`config.mk`:
```
export PLATFORM = sky130hd
export DESIGN_NAME = morse_sequencer
export DESIGN_NICKNAME = d
export VERILOG_FILES = /design/src/rtl/morse_sequencer.sv
export SDC_FILE = /design/constraint.sdc
export NUM_CORES = 1
export LEC_CHECK = 0
export ABC_AREA = 1
export CAP_MARGIN = 20
export CORE_UTILIZATION = 35
export DETAILED_ROUTE_END_ITERATION = 7
export PLACE_DENSITY = 0.53
export SLEW_MARGIN = 20
export SYNTH_ARGS = -nofsm -noshare
export SYNTH_HDL_FRONTEND = slang
export SYNTH_SLANG_ARGS = --single-unit
```
`constraint.sdc`:
```
create_clock -name clk -period 3.2 [get_ports clk]
set_clock_uncertainty 0.15 [all_clocks]
set_input_delay 0.64 -clock clk [delete_from_list [all_inputs] [get_ports clk]]
set_output_delay 0.64 -clock clk [all_outputs]
set_load 0.05 [all_outputs]
```
`src/rtl/morse_sequencer.sv`:
```
// Morse playback engine: latches a packed code word and plays its symbols with
// standard Morse timing, driving short/long tone selects and a start/busy/done
// handshake. Optional build macro MORSE_REPEAT_EN adds the repeat_req input and a
// word-gap state that loops the latched character.
// repeat_req stands in for a port called "repeat", which is a reserved word.
// N_SYM must be at least 2 so that sym_idx has a non-zero width.
module morse_sequencer #(
    parameter int unsigned N_SYM  = 5,
    parameter int unsigned UNIT_W = 24
) (
    input  logic                       clk,
    input  logic                       reset,
    input  logic                       start,
    input  logic                       stop,
    input  logic [2*N_SYM-1:0]         code,
    input  logic [UNIT_W-1:0]          unit_len,
`ifdef MORSE_REPEAT_EN
    input  logic                       repeat_req,
`endif
    output logic                       busy,
    output logic                       done,
    output logic                       tone_on,
    output logic                       short,
    output logic                       long,
    output logic [$clog2(N_SYM)-1:0]   sym_idx
);

    localparam int unsigned IDX_W = $clog2(N_SYM);
    localparam logic [IDX_W-1:0] LastIdx = IDX_W'(N_SYM - 1);

    typedef enum logic [2:0] {
        StIdle,
        StTone,
        StGap,
        StPause,
`ifdef MORSE_REPEAT_EN
        StWgap,
`endif
        StDone
    } state_e;

    state_e              state_q, state_d;
    logic [2*N_SYM-1:0]  code_q, code_d;
    logic [UNIT_W-1:0]   unit_q, unit_d;
    logic [UNIT_W-1:0]   unit_cnt_q, unit_cnt_d;
    logic [2:0]          seg_cnt_q, seg_cnt_d;
    logic [2:0]          seg_len_q, seg_len_d;
    logic [IDX_W-1:0]    idx_q, idx_d;
    logic                short_q, short_d;
    logic                long_q, long_d;

    logic                unit_end;
    logic                seg_end;
    logic                launch;
    logic [1:0]          launch_sym;
    logic [IDX_W:0]      next_idx;
    logic [2*N_SYM-1:0]  code_shift;
    logic [1:0]          next_sym;

    // State and datapath registers with synchronous active-low reset.
    always_ff @(posedge clk) begin
        if (!reset) begin
            state_q    <= StIdle;
            code_q     <= '0;
            unit_q     <= '0;
            unit_cnt_q <= '0;
            seg_cnt_q  <= '0;
            seg_len_q  <= '0;
            idx_q      <= '0;
            short_q    <= 1'b0;
            long_q     <= 1'b0;
        end else begin
            state_q    <= state_d;
            code_q     <= code_d;
            unit_q     <= unit_d;
            unit_cnt_q <= unit_cnt_d;
            seg_cnt_q  <= seg_cnt_d;
            seg_len_q  <= seg_len_d;
            idx_q      <= idx_d;
            short_q    <= short_d;
            long_q     <= long_d;
        end
    end

    // Segment timing, symbol sequencing and the next-state decision.
    always_comb begin
        state_d    = state_q;
        code_d     = code_q;
        unit_d     = unit_q;
        unit_cnt_d = unit_cnt_q;
        seg_cnt_d  = seg_cnt_q;
        seg_len_d  = seg_len_q;
        idx_d      = idx_q;
        short_d    = short_q;
        long_d     = long_q;
        launch     = 1'b0;
        launch_sym = 2'b00;

        unit_end   = (unit_cnt_q == unit_q - 1'b1);
        seg_end    = unit_end && (seg_cnt_q == seg_len_q - 3'd1);
        next_idx   = {1'b0, idx_q} + 1'b1;
        code_shift = code_q >> {next_idx, 1'b0};
        next_sym   = code_shift[1:0];

        // Free-running unit/segment counters while a segment is being timed.
        if (unit_end) begin
            unit_cnt_d = '0;
            seg_cnt_d  = seg_cnt_q + 3'd1;
        end else begin
            unit_cnt_d = unit_cnt_q + 1'b1;
        end

        case (state_q)
            StIdle: begin
                unit_cnt_d = '0;
                seg_cnt_d  = '0;
                if (start) begin
                    code_d     = code;
                    unit_d     = (unit_len == '0) ? UNIT_W'(1) : unit_len;
                    idx_d      = '0;
                    launch     = 1'b1;
                    launch_sym = code[1:0];
                end
            end
            StTone: begin
                if (seg_end) begin
                    state_d    = StGap;
                    seg_len_d  = 3'd1;
                    unit_cnt_d = '0;
                    seg_cnt_d  = '0;
                    short_d    = 1'b0;
                    long_d     = 1'b0;
                end
            end
            StGap, StPause: begin
                if (seg_end) begin
                    if (idx_q == LastIdx || next_sym == 2'b00) begin
`ifdef MORSE_REPEAT_EN
                        if (repeat_req) begin
                            // Gap already gave 1 unit; 6 more make the 7-unit word gap.
                            state_d    = StWgap;
                            seg_len_d  = 3'd6;
                            unit_cnt_d = '0;
                            seg_cnt_d  = '0;
                        end else begin
                            state_d = StDone;
                        end
`else
                        state_d = StDone;
`endif
                    end else begin
                        idx_d      = next_idx[IDX_W-1:0];
                        launch     = 1'b1;
                        launch_sym = next_sym;
                    end
                end
            end
`ifdef MORSE_REPEAT_EN
            StWgap: begin
                if (seg_end) begin
                    idx_d      = '0;
                    launch     = 1'b1;
                    launch_sym = code_q[1:0];
                end
            end
`endif
            StDone: begin
                state_d = StIdle;
                idx_d   = '0;
            end
            default: begin
                state_d = StIdle;
            end
        endcase

        // Start a new symbol: pick the segment type and its length in units.
        if (launch) begin
            unit_cnt_d = '0;
            seg_cnt_d  = '0;
            case (launch_sym)
                2'b01: begin
                    state_d   = StTone;
                    seg_len_d = 3'd1;
                    short_d   = 1'b1;
                end
                2'b10: begin
                    state_d   = StTone;
                    seg_len_d = 3'd3;
                    long_d    = 1'b1;
                end
                2'b11: begin
                    state_d   = StPause;
                    seg_len_d = 3'd3;
                end
                default: begin
                    state_d = StDone;
                end
            endcase
        end

        // Abort wins over any segment boundary in the same cycle.
        if (stop && state_q != StIdle) begin
            state_d    = StIdle;
            idx_d      = '0;
            unit_cnt_d = '0;
            seg_cnt_d  = '0;
            short_d    = 1'b0;
            long_d     = 1'b0;
        end
    end

    // Outputs are decoded from registered state only.
    always_comb begin
        busy    = (state_q != StIdle);
        done    = (state_q == StDone);
        short   = short_q;
        long    = long_q;
        tone_on = short_q | long_q;
        sym_idx = idx_q;
    end

endmodule

```
==> tab_implementation.tex <==
\begin{tabular}{lr}
\hline
Metric & Value \\
\hline
\multicolumn{2}{l}{\textbf{Layout}} \\
Filler-free cell count of the finished design & 879 \\
Area growth from synthesis to final layout & 20.24\% \\
Final net count & 750 \\
Final-layout fill cell count & 1321 \\
Fraction of final layout cells with drive strength greater than 1 & 12.10\% \\
\# diodes & 0 \\
Layout Utilization & 44.02\% \\
Post-route design area & roughly 5400 µm² \\
\multicolumn{2}{l}{\textbf{Global routing}} \\
Initial antenna violation count & 0 \\
Overall global routing resource usage & 18.33\% \\
Vias in the first global route & 3906 \\
Remaining global-route overflow & 0 \\
Wire length of the first global-routing pass & 18780 µm \\
Pin count of the biggest net entering global routing & 33 \\
\multicolumn{2}{l}{\textbf{Power and ir drop}} \\
Switching share of power & a little under half \\
Total power draw & around 4.1 mW \\
Total power density per cell area & 767.0 nW/µm² \\
Worst IR drop on VDD & 0.2793 mV \\
P\_leak & between 2 and 2.5 nW \\
Total internal power & 2.213 mW \\
Fraction of power consumed by combinational cells & 47.4\% \\
Clock power share & 23.7\% \\
Net Sw Power & 1.910 mW \\
Part of the total power dissipated in sequential elements & 28.9\% \\
\multicolumn{2}{l}{\textbf{Setup path}} \\
Delay of the slowest cell on the worst path & 0.33 ns \\
Setup slack on the worst flop-to-flop path & 0.44 ns \\
Critical R2R Capture & unit\_cnt\_q[16] \\
Worst-case reg-to-reg path depth & 15 \\
Worst Setup End Kind & flop \\
Cell with the most instances on the worst path & sky130\_fd\_sc\_hd\_\_nand2\_1 \\
Worst-path cell with the longest stage delay & sky130\_fd\_sc\_hd\_\_nand2\_4 \\
Startpoint Class & flop \\
Setup CP Type & reg -> reg \\
Data required, critical path & 3.26 ns \\
R2R Path Start & unit\_q[0] \\
Arrival @ worst endpoint & 2.82 ns \\
Cell chain of the critical path & inv\_1 -> ha\_1 -> nand2\_2 -> nor2\_4 -> nand3\_1 -> nand2\_1 -> nand2\_1 -> nor2\_1 -> nand2\_1 -> nor2\_1 -> nand4\_1 -> nand2\_2 -> nand2\_4 -> nand2\_4 -> nor3b\_1 \\
Crit path max fanout & 24 \\
\multicolumn{2}{l}{\textbf{Min path}} \\
Hold path startpoint & code\_q[7] \\
Min-delay worst type & reg -> reg \\
Worst-case hold path end point & code\_q[7] \\
Worst Hold Depth & 2 \\
\multicolumn{2}{l}{\textbf{Synthesis}} \\
Synth area leaders & sky130\_fd\_sc\_hd\_\_dfxtp\_1 (31\%), sky130\_fd\_sc\_hd\_\_nand2\_1 (12\%), sky130\_fd\_sc\_hd\_\_nor2\_1 (8.7\%), sky130\_fd\_sc\_hd\_\_inv\_1 (6.5\%), sky130\_fd\_sc\_hd\_\_nor3\_2 (4.9\%) \\
Synth Instances & between 600 and 700 \\
Most used DFF post-synth & sky130\_fd\_sc\_hd\_\_dfxtp\_1 \\
Syn Nets & 703 \\
Commonest cells in the synthesized netlist & sky130\_fd\_sc\_hd\_\_nand2\_1 (141), sky130\_fd\_sc\_hd\_\_nor2\_1 (104), sky130\_fd\_sc\_hd\_\_inv\_1 (78) \\
Post-synth EDFFs & 0 \\
Post-synth cell types & 36 \\
Fraction of synthesis flops using an asynchronous set or reset pin & 0\% \\
Synthesis-stage register bit count & 70 \\
Most numerous cell in the Yosys netlist & sky130\_fd\_sc\_hd\_\_nand2\_1 \\
Cell type with the highest aggregate area in the netlist & sky130\_fd\_sc\_hd\_\_dfxtp\_1 \\
YS warnings & 0 \\
Summed instance area of the synthesized netlist & approximately 4500 µm² \\
Synth Area per Inst & around 6.8 µm² \\
Part of the Yosys area used for sequential elements & 31.35\% \\
Yosys top cell area share & 31.35\% \\
\multicolumn{2}{l}{\textbf{Floorplan}} \\
Core Footprint & 12210 µm² \\
Die area & 13230 µm² \\
Die outline height & 115.0 µm \\
Count of standard-cell rows & 40 \\
\# IOs & 46 \\
Starting density of the core & a little over a third \\
Overall die width & 115.0 µm \\
\multicolumn{2}{l}{\textbf{Routing}} \\
Avg WL per Cell & around 13 µm \\
Number of vias per cell & around 4.7 \\
Number of vias after detailed routing & 4136 \\
Drt total wl & approximately 11000 µm \\
Residual DRC count & 0 \\
Number of iterations in the first detailed-routing pass & 4 \\
DR iter-0 viols & 263 \\
Number of routed nets with antenna violations & 0 \\
\multicolumn{2}{l}{\textbf{Clock network}} \\
Root buf cell & sky130\_fd\_sc\_hd\_\_clkbuf\_16 \\
Clock tree from TritonCTS & built \\
Maximum number of buffers from clock root to sink & 2 \\
Number of buffers inserted by post-CTS setup repair & 0 \\
Sinks on the clock net & 70 \\
Clock Latency Late Sink & 0.34 ns \\
Hold buffer count at cts & 0 \\
Number of H-tree levels & 3 \\
Count of instances resized after the clock tree is built & 0 \\
Clock-pin slew reported for the worst setup and hold paths after clock tree synthesis & approximately 0.070 ns \\
Number of CTS-inserted buffers & 9 \\
\multicolumn{2}{l}{\textbf{Placement}} \\
Count of port buffers added during placement & 45 \\
Global placement routability congestion & 0.8339 \\
Placed Instances & about 860 \\
Total placed instance area & $\sim$5000 µm² \\
Worst Setup Slack post-DPL & 0.4407 ns \\
HPWL Detailed & 8843 µm \\
\multicolumn{2}{l}{\textbf{Timing}} \\
Share of the clock period used by the worst path & 86.31\% \\
Worst Hold Margin & 0.3018 ns \\
Max\_slew headroom & between 30\% and 40\% \\
Final-layout setup total negative slack & 0 ns \\
Max Clk Rate & 0.3621 GHz \\
Final setup violation count & 0 \\
Least-Margin Pin Slew & 0.9242 ns \\
Post-route setup slack & 0.4382 ns \\
Minimum clock period & 2.762 ns \\
Max-slew violation count & 0 \\
Number of hold violations in the final report & 0 \\
Unrepaired setup endpoints after global routing & false \\
\multicolumn{2}{l}{\textbf{Job}} \\
Total of max-cap violations & 0 \\
\multicolumn{2}{l}{\textbf{Status}} \\
Outcome & complete, no violations \\
\hline
\end{tabular}
## kinds of logic (layout without fill, tap and decap cells)
logic type,count (synthesis),in the layout,synth area share [%]
xor+xnor,36,36,7.053
simple gates,369,369,41.00
buf+inv,99,151,9.152
fa+ha+maj,6,6,1.679
flops,70,70,31.35
compound gates,79,79,9.768
## worst max path at each step
stage	endpoint	from	slack (ns)
after floorplan	unit_cnt_q[13]	sym_idx[0]	0.75
after global placement	unit_cnt_q[23]	unit_q[0]	0.49
after detailed placement	unit_cnt_q[23]	unit_q[0]	0.44
after CTS	unit_cnt_q[1]	unit_q[0]	0.41
after global routing	unit_cnt_q[16]	unit_q[0]	0.11
final	unit_cnt_q[16]	unit_q[0]	0.44
## power groups by stage
stage	sequential [mW]	clock, mW	combinational [mW]
CTS	1.19	1.00	1.96
detailed placement	1.21	0	1.96
finish	1.19	0.976	1.95
global route	1.21	1.05	2.22
global placement	1.21	0	1.93
floorplan	1.21	0	1.53
## area by class of cell
cell class	count	area [µm²]	share of cell area (%)
multi-input cells	490	2663	49.53
flip-flops and latches	70	1401	26.07
repair buffers	50	488.0	9.078
inverters	85	319.1	5.936
clock buffers	11	252.7	4.702
well taps	168	210.2	3.911
clock inverters	5	41.29	0.7682
## state kept, by name, indices dropped and copies added, names as in the netlist
| name | cells |
|---|---|
| unit_cnt_q | 24 |
| unit_q | 24 |
| code_q | 8 |
| seg_cnt_q | 3 |
| seg_len_q | 3 |
| state_q | 3 |
| sym_idx | 3 |
| long | 1 |
| short | 1 |
## layout by cell type (no fill, tap or decap), types with 2 or more instances in the layout
master                              n
sky130_fd_sc_hd__a211oi_1           6
sky130_fd_sc_hd__a21oi_1           30
sky130_fd_sc_hd__a21oi_2            2
sky130_fd_sc_hd__buf_4              5
sky130_fd_sc_hd__clkbuf_16          9
sky130_fd_sc_hd__clkbuf_8           2
sky130_fd_sc_hd__clkdlybuf4s50_1   45
sky130_fd_sc_hd__clkinvlp_4         2
sky130_fd_sc_hd__dfxtp_1           70
sky130_fd_sc_hd__ha_1               6
sky130_fd_sc_hd__inv_1             78
sky130_fd_sc_hd__inv_2              6
sky130_fd_sc_hd__inv_6              2
sky130_fd_sc_hd__nand2_1          141
sky130_fd_sc_hd__nand2_2            9
sky130_fd_sc_hd__nand2_4            6
sky130_fd_sc_hd__nand3_1           33
sky130_fd_sc_hd__nand3b_1           6
sky130_fd_sc_hd__nand4_1           16
sky130_fd_sc_hd__nor2_1           103
sky130_fd_sc_hd__nor2_2             9
sky130_fd_sc_hd__nor2_4             6
sky130_fd_sc_hd__nor3_1             6
sky130_fd_sc_hd__nor3_2            22
sky130_fd_sc_hd__nor3b_1            2
sky130_fd_sc_hd__nor4_1             4
sky130_fd_sc_hd__o21ai_0           35
sky130_fd_sc_hd__o21bai_1           3
sky130_fd_sc_hd__or2_2              2
sky130_fd_sc_hd__xnor2_1           16
sky130_fd_sc_hd__xor2_1            20
## worst max-delay path: cells and delay by family (launching register included)
kind,cells,cell delay (ns)
simple gates,13,1.74
buf+inv,1,0.14
fa+ha+maj,1,0.26
flops,1,0.32
## per-layer routing
layer / up-vias / GRT usage, % / part of all wire [%]
met1: 1859 / 24.27 / 50
li1: 2203 / - / -
met5: - / 0 / 0
met4: 0 / 5.714 / 1.3
met2: 60 / 29.92 / 45
met3: 14 / 3.690 / 3.7
Note: power is estimated with default switching activity, not from simulation.
